File: src/rtl/wb_rr_arbiter_n.sv
// N-master to single-slave Wishbone classic arbiter with round-robin grant,
// per-cycle ownership lock and a stalled-slave watchdog that terminates with err.
module wb_rr_arbiter_n #(
  parameter int unsigned NUM_MASTERS = 2,
  parameter int unsigned ADDR_W      = 32,
  parameter int unsigned DATA_W      = 32,
  parameter int unsigned TIMEOUT     = 256
) (
  input  logic                            clk,
  input  logic                            RESET,
  input  logic [NUM_MASTERS-1:0]          m_cyc,
  input  logic [NUM_MASTERS-1:0]          m_stb,
  input  logic [NUM_MASTERS-1:0]          m_we,
  input  logic [NUM_MASTERS*ADDR_W-1:0]   m_adr,
  input  logic [NUM_MASTERS*DATA_W-1:0]   m_wdata,
  input  logic [NUM_MASTERS*DATA_W/8-1:0] m_sel,
  output logic [DATA_W-1:0]               m_rdata,
  output logic [NUM_MASTERS-1:0]          m_ack,
  output logic [NUM_MASTERS-1:0]          m_err,
  output logic                            s_cyc,
  output logic                            s_stb,
  output logic                            s_we,
  output logic [ADDR_W-1:0]               s_adr,
  output logic [DATA_W-1:0]               s_wdata,
  output logic [DATA_W/8-1:0]             s_sel,
  input  logic [DATA_W-1:0]               s_rdata,
  input  logic                            s_ack,
  output logic [NUM_MASTERS-1:0]          grant,
  output logic                            busy
);

  localparam int unsigned SEL_W = DATA_W / 8;
  localparam int unsigned IDX_W = (NUM_MASTERS > 1) ? $clog2(NUM_MASTERS) : 1;
  localparam int unsigned WD_W  = (TIMEOUT > 1) ? $clog2(TIMEOUT) : 1;
  localparam logic [WD_W-1:0] WD_LAST = (TIMEOUT > 0) ? WD_W'(TIMEOUT - 1) : '0;

  typedef enum logic {
    IDLE,
    BUSY
  } state_t;

  state_t                 state;
  logic [NUM_MASTERS-1:0] grant_q;
  logic [IDX_W-1:0]       own;
  logic [IDX_W-1:0]       last;
  logic [WD_W-1:0]        wdog;

  logic [NUM_MASTERS-1:0] req;
  logic                   req_found;
  logic [IDX_W-1:0]       req_pick;
  logic                   own_cyc;
  logic                   own_stb;
  logic                   wd_fire;

  assign req     = m_cyc & m_stb;
  assign busy    = (state == BUSY);
  assign grant   = grant_q;
  assign own_cyc = busy & m_cyc[own];
  assign own_stb = busy & m_stb[own];

  // Search starts one past the previous owner so every requester is reached within N arbitrations.
  always_comb begin
    int unsigned cand;
    req_found = 1'b0;
    req_pick  = '0;
    cand      = 0;
    for (int unsigned off = 1; off <= NUM_MASTERS; off++) begin
      cand = (32'(last) + off) % NUM_MASTERS;
      if (!req_found && req[cand]) begin
        req_found = 1'b1;
        req_pick  = IDX_W'(cand);
      end
    end
  end

  // A same-cycle ack beats the timeout, so the fire term excludes s_ack.
  assign wd_fire = (TIMEOUT != 0) && own_cyc && own_stb && !s_ack && (wdog == WD_LAST);

  always_comb begin
    s_adr   = '0;
    s_wdata = '0;
    s_sel   = '0;
    for (int unsigned i = 0; i < NUM_MASTERS; i++) begin
      if (grant_q[i]) begin
        s_adr   = m_adr[i*ADDR_W +: ADDR_W];
        s_wdata = m_wdata[i*DATA_W +: DATA_W];
        s_sel   = m_sel[i*SEL_W +: SEL_W];
      end
    end
  end

  assign s_cyc   = own_cyc & ~wd_fire;
  assign s_stb   = own_stb & ~wd_fire;
  assign s_we    = busy & m_we[own];
  assign m_rdata = busy ? s_rdata : '0;
  assign m_ack   = grant_q & {NUM_MASTERS{s_ack}};
  assign m_err   = grant_q & {NUM_MASTERS{wd_fire}};

  always_ff @(posedge clk) begin
    if (RESET) begin
      state   <= IDLE;
      grant_q <= '0;
      own     <= '0;
      last    <= IDX_W'(NUM_MASTERS - 1);
      wdog    <= '0;
    end else begin
      case (state)
        IDLE: begin
          wdog <= '0;
          if (req_found) begin
            grant_q <= NUM_MASTERS'(1) << req_pick;
            own     <= req_pick;
            state   <= BUSY;
          end
        end
        BUSY: begin
          if (!own_cyc || wd_fire) begin
            grant_q <= '0;
            last    <= own;
            wdog    <= '0;
            state   <= IDLE;
          end else if (own_stb && !s_ack) begin
            wdog <= wdog + WD_W'(1);
          end else begin
            wdog <= '0;
          end
        end
        default: begin
          grant_q <= '0;
          wdog    <= '0;
          state   <= IDLE;
        end
      endcase
    end
  end

endmodule

File: config.mk
export PLATFORM = sky130hd
export DESIGN_NAME = wb_rr_arbiter_n
export DESIGN_NICKNAME = d
export VERILOG_FILES = /design/src/rtl/wb_rr_arbiter_n.sv
export SDC_FILE = /design/constraint.sdc
export NUM_CORES = 1
export LEC_CHECK = 0
export ABC_AREA = 1
export CAP_MARGIN = 20
export CELL_PAD_IN_SITES_DETAIL_PLACEMENT = 1
export CELL_PAD_IN_SITES_GLOBAL_PLACEMENT = 2
export CORE_UTILIZATION = 10
export CTS_CLUSTER_DIAMETER = 80
export CTS_CLUSTER_SIZE = 14
export DETAILED_ROUTE_END_ITERATION = 8
export GPL_TIMING_DRIVEN = 1
export PLACE_DENSITY_LB_ADDON = 0.2
export SLEW_MARGIN = 20
export SYNTH_ARGS = -nofsm -noshare
export SYNTH_HDL_FRONTEND = slang
export SYNTH_SLANG_ARGS = --single-unit
export TNS_END_PERCENT = 10
File: constraint.sdc
create_clock -name clk -period 1.52 [get_ports clk]
set_input_delay 0.304 -clock clk [delete_from_list [all_inputs] [get_ports clk]]
set_output_delay 0.304 -clock clk [all_outputs]
set_load 0.05 [all_outputs]
==> results.yml, run 1 <==
clock_network:
  clkTransAtPathRegs_ps: 40
  cts_inserted_buffers: 3
  cts_tree: "yes"
  htreeDepth: 1
  cts_root_buf: "clkbuf_16"
  ctsHoldBuffers: 0
  clock-sinks: 13
  cts_buffer_depth: 2
  clock_latency_ps: 240
floorplan:
  rows: 50
  io-pin-count: 287
  core_region_area_mm2: 0.01871
  start_util_pct: 10.23
  die_h_um: 140.3
  die_area_mm2: 0.01969
  die_w_um: 140.3
sta:
  fmax_ghz: 0.5621
  setup_viol: 76
  worst_pin_slew_ps: 373.9
  finalMaxSlewViolations: 0
  fin_crit_sh_pct: 117.0
  hold_slack_ps: 497.2
  final_hold_viol_count: 0
  fin_crit_ps: 1779
  slew_headroom_pct: 74.98
  rsz0062_at_grt: "true"
  fin_ws_ps: -258.9
  clock-skew-final_ps: 0.4929
grt:
  antenna_found_initial: 0
  grt_remaining_overflow: 0
  grt_max_degree: 38
  grt_pass1_wl_um: 23180
  grt_use_total_pct: 15.20
  grt_pass1_vias: 4021
logic_synthesis:
  synth-warning-count: 0
  synth_seq_cells: 13
  yosysSeqAreaShare_pct: 13.60
  synth_fp_nets: 563
  syn-instance-count: 385
  postSynthAreaPerCell_um2: 4.969
  synthDistinctLibCells: 28
  syn_area_mm2: 0.001913
route:
  ant_nets: 0
  num_vias: 3732
  drtIter0Drc: 49
  drt-pass1-iter-count: 4
  vias_per_cell: 4.017
  drc: 0
  routed_wl_um: 15280
  wire_per_inst_um: 16.45
worst_setup_path:
  cp-end-kind: "primary output"
  cp-start-kind: "flip-flop"
  crit_chain: "ha_4 > nand2_4 > nor2_4 > nand2_4 > nor3_4 > inv_2 > nor2_4 > buf_12"
  cp.arrival_ps: 1470
  crit_slowest_cell: "dfxtp_2"
  slowest_delay_ps: 340
  criticalPathCategory: "flip-flop to primary output"
  crit_buf_inv: 2
  r2r-start: "wdog[0]"
  startpoint: "wdog[0]"
  cp.required_ps: 1220
  path_max_fanout: 2
  crit_family: "simple AND/OR/NAND/NOR gates"
power_and_ir_drop:
  peakVddDrop_mv: 0.2975
  p_per_area_mw_per_mm2: 526.2
  leakage_uw: 0.003287
  finalPower_uw: 3884
finish:
  drive_gt1_share_pct: 48.63
  multi_input_area_mm2: 0.001882
  syn_to_final_growth_pct: 285.8
  nets: 874
  stdcell_area_mm2: 0.007381
  register_area_um2: 275.3
  fill_cells: 2091
  diodes: 0
outcome:
  violations: "setup timing"
  status: "finished, violations left"
place:
  io_buffers: 286
  gp_congestion: 0.7395
  dpl.hpwl_um: 11390
  placed_area_mm2: 0.006417
worst_hold_path:
  hold_class: "flip-flop to flip-flop"
  worstHoldStart: "own"
job:
  cap_violations: 0
-- timing repair --
| item | 4_1_cts | 5_1_grt |
|---|---|---|
| pin swaps | 31 | 16 |
| endpoints found under the setup margin | 88 | 104 |
| gates resized for setup | 121 | 67 |
| setup buffers | 11 | 4 |
| cloned | 8 | 0 |
| hold endpoints to repair | 0 | 0 |
-- through the flow --
stage               setup TNS [ps]  worst slack, ps  util [%]  cells
finish                       -6569           -258.9     39.46    929
global route                -11260           -344.6     39.46    929
CTS                          -7470           -314.4     38.08    925
detailed placement           -5788           -492.2     34.31    902
global placement             -5443           -476.1     34.31    902
floorplan                   -11070           -189.8         -    385
-- path summary, 6_finish.rpt --
| path | endpoint | slack (ps) | depth (start not counted) |
|---|---|---|---|
| worst max-delay path | m_err[1] | -260 | 8 |
| worst min-delay path | own | 500 | 2 |
| worst max register to register | grant[0] | -20 | 11 |
| worst min register to register | own | 500 | 2 |
-- cell usage after synthesis, drive strengths merged --
cell type  count  share of area [%]
xnor2          2               0.92
nor3           2               0.78
ha             1               0.65
nand4          1               0.33
a21oi          5                1.3
o21ai          1               0.26
nand2        188                 38
clkbuf        19                5.3
buf            8                2.3
o211ai         1               0.65
o21bai         1               0.98
nor2          17                3.9
xor2           3                1.4
nand3         74                 20
inv           47                9.2
or2            1               0.33
a31o           1               0.46
dfxtp         13                 14
-- logic make-up (layout without fill, tap and decap cells) --
logic type | Yosys count | count (layout) | share of synthesized area [%]
DFF | 13 | 13 | 13.60
AOI/OAI and AO/OA | 9 | 9 | 3.662
buffers and inverters | 74 | 384 | 16.81
xor gates and xnor gates | 5 | 5 | 2.289
and+or+nand+nor | 283 | 283 | 62.98
adders and majority gates | 1 | 1 | 0.6539
-- report_power, final --
group	switching, uW	leakage, uW	internal [uW]
registers	22.7	0.000109	353
logic	1480	0.00314	1530
clock network	147	0.0000382	354
total	1650	0.00329	2240
-- metal layers --
metal / share of wire (%) / global-route usage [%] / vias up
li1: - / - / 1799
met2: 54 / 29.84 / 185
met3: 8.6 / 3.692 / 9
met4: 0.94 / 2.313 / 0
met1: 36 / 16.51 / 1739
met5: 0 / 0 / -
-- worst register-to-register path: stages (launching register included) --
cell and delay (ps):
dfxtp_2 340, ha_4 150, nand2_4 50, nor2_4 130
nand2_4 70, buf_4 140, o21bai_4 120, buf_4 120
buf_4 110, nand2_4 60, nand3_1 70, a21oi_1 60
-- cells in the final DEF, fill, tap and decap left out, types with 2 or more instances in the layout --
| cell type | instances |
|---|---|
| clkdlybuf4s50_1 | 171 |
| buf_12 | 120 |
| nand2_2 | 89 |
| nand2_1 | 71 |
| nand3_1 | 57 |
| nand2_4 | 27 |
| inv_2 | 24 |
| inv_1 | 22 |
| buf_4 | 17 |
| nand3_2 | 16 |
| nor2_1 | 11 |
| buf_16 | 8 |
| dfxtp_1 | 7 |
| buf_6 | 6 |
| buf_8 | 6 |
| a21oi_1 | 5 |
| dlygate4sd2_1 | 5 |
| nor2_4 | 3 |
| nor2_2 | 3 |
| xor2_1 | 3 |
| dfxtp_4 | 3 |
| clkbuf_16 | 3 |
| dfxtp_2 | 3 |
| xnor2_1 | 2 |
-- final cells by class --
class | count | share of cell area (%)
multi-input cells | 298 | 25.50
repair buffers | 333 | 63.18
flip-flops and latches | 13 | 3.729
inverters | 47 | 2.560
well taps | 234 | 3.967
clock buffers | 4 | 1.068
-- sequential cells by signal, summed over array words and instances (netlist names) --
| signal | flops |
|---|---|
| grant | 2 |
| own | 1 |
| wdog | 8 |
| last | 1 |
| busy | 1 |
No activity file was read; power rests on OpenSTA's default activity.
==> run 2: changes to the inputs <==
--- a/config.mk
+++ b/config.mk
@@ -9,11 +9,12 @@
 export CAP_MARGIN = 20
 export CELL_PAD_IN_SITES_DETAIL_PLACEMENT = 1
 export CELL_PAD_IN_SITES_GLOBAL_PLACEMENT = 2
+export CORE_MARGIN = 2
 export CORE_UTILIZATION = 10
 export CTS_CLUSTER_DIAMETER = 80
 export CTS_CLUSTER_SIZE = 14
 export DETAILED_ROUTE_END_ITERATION = 8
-export GPL_TIMING_DRIVEN = 1
+export GPL_TIMING_DRIVEN = 0
 export PLACE_DENSITY_LB_ADDON = 0.2
 export SLEW_MARGIN = 20
 export SYNTH_ARGS = -nofsm -noshare
==> results.yml, run 2 (synthesis results as in run 1) <==
power_and_ir_drop:
  leakage_uw: 0.002972
  p_per_area_mw_per_mm2: 541.5
  finalPower_uw: 3296
  peakVddDrop_mv: 0.2422
clock_network:
  ctsHoldBuffers: 0
  htreeDepth: 1
  cts_buffer_depth: 2
  cts_inserted_buffers: 3
  clock_latency_ps: 240
  cts_tree: "yes"
  cts_root_buf: "clkbuf_16"
  clkTransAtPathRegs_ps: 40
  clock-sinks: 13
grt:
  met2_usage_pct: 25.17
  grt_max_degree: 11
  grt_pass1_vias: 3684
  grt_use_total_pct: 12.61
  grt_pass1_wl_um: 20200
  use_met3_pct: 4.980
  grt_remaining_overflow: 0
  busiest_layer: "met2"
  grt_use_met1_pct: 12.62
  antenna_found_initial: 0
finish:
  regMostFlops: "wdog"
  final_cell_mix: "clkdlybuf4s50_1, nand2_1, buf_6"
  drive_gt1_share_pct: 33.67
  largest_reg_flops: 8
  fill_cells: 2272
  syn_to_final_growth_pct: 218.2
  diodes: 0
  layout_commonest_cell: "clkdlybuf4s50_1"
  nets: 868
floorplan:
  core_region_area_mm2: 0.01877
  rows: 50
  io-pin-count: 287
  die_w_um: 142.3
  start_util_pct: 10.19
  die_area_mm2: 0.02025
  die_h_um: 142.3
worst_setup_path:
  cp-end-kind: "primary output"
  startpoint: "grant[1]"
  crit_family: "buffers and inverters"
  path_max_fanout: 7
  reg2regPathDepth: 9
  criticalPathCategory: "flip-flop to primary output"
  cp.arrival_ps: 1470
  r2r-start: "wdog[0]"
  cp-start-kind: "flip-flop"
  crit_cells: 8
  slowest_delay_ps: 340
  crit_buf_inv: 6
  crit_chain: "clkbuf_16 > inv_12 > buf_8 > buf_12 > buf_12 > nand3_4 > nand2_4 > buf_8"
  cp.required_ps: 1220
  crit_slowest_cell: "dfxtp_4"
route:
  drc: 0
  routed_wl_um: 13950
  wire_per_inst_um: 15.12
  ant_nets: 0
  drt-pass1-iter-count: 4
  drtIter0Drc: 44
  num_vias: 3587
  vias_per_cell: 3.886
sta:
  fin_crit_sh_pct: 116.4
  fmax_ghz: 0.5653
  slew_headroom_pct: 62.53
  worst_pin_slew_ps: 564.3
  finalMaxSlewViolations: 0
  fin_crit_ps: 1769
  final_hold_viol_count: 0
  rsz0062_at_grt: "true"
  setup_viol: 73
  clock-skew-final_ps: 1.104
  fin_ws_ps: -249.0
worst_hold_path:
  worstHoldPathCells: 2
  hold_class: "flip-flop to flip-flop"
  worstHoldStart: "last"
outcome:
  violations: "setup timing"
  status: "finished, violations left"
job:
  cap_violations: 0
place:
  gp_congestion: 0.7436
  io_buffers: 286
  place_ws_ps: -1162
  dpl.hpwl_um: 11620
## run 2: cell count changes in the layout (fill, tap and decap cells not counted), moves of 4 or more
cell,delta
buf_16,-6
nand2_2,-70
buf_4,-5
inv_1,+10
nand2_1,+86
clkbuf_16,+4
buf_6,+75
buf_8,+30
clkbuf_4,+6
buf_12,-117
nand3_4,+7
inv_2,-11
nand3_2,-9
nand2_4,-15
## run 2: final timing paths
kind / slack, ps / endpoint
worst max-delay path: -250 / s_adr[15]
worst min-delay path: 470 / last
worst min register to register: 470 / last
worst max register to register: 170 / wdog[1]
## run 2: where the power goes
| part | internal, uW | switching [uW] |
|---|---|---|
| clock network | 353 | 137 |
| registers | 353 | 13.3 |
| logic | 1110 | 1330 |
## run 2: worst reg2reg max path, cell delays in order, from the launching register on
cell	delay (ps)
dfxtp_2	340
ha_4	150
nand2_4	50
nor2_4	130
nand2_4	80
o21bai_4	130
inv_2	70
buf_4	140
nand2_4	100
nor2_1	60
## run 2: timing repair
item	in CTS	in global routing
gates resized for setup	847	63
gates cloned	2	0
buffers inserted	5	8
pin swaps	9	8
endpoints found under the setup margin	110	105
## run 2: cell type report
| type | count | area, um2 | area share [%] |
|---|---|---|---|
| timing repair buffer | 301 | 3259 | 53.55 |
| multi-input combinational | 298 | 1623 | 26.66 |
| buffer | 26 | 366.6 | 6.023 |
| tap | 234 | 292.8 | 4.810 |
| sequential | 13 | 275.3 | 4.522 |
| inverter | 47 | 191.4 | 3.145 |
| clock buffer | 4 | 78.83 | 1.295 |
## run 2: routing by layer
layer	share of wire, %	vias up
met3	11	7
met4	0.52	0
met5	0	-
met1	35	1604
li1	-	1793
met2	53	183
## run 2: stage by stage
stage	instance area (um2)	setup TNS, ps	hold slack, ps	instances	utilization, %
6_report	6087	-8372	471.1	923	32.43
5_1_grt	6087	-13710	482.1	923	32.43
3_3_place_gp	5221	-80090	432.6	905	27.82
4_1_cts	5859	-11450	474.7	916	31.22
2_1_floorplan	2066	-11070	363.4	385	-
3_5_place_dp	5221	-80900	436.5	905	27.82
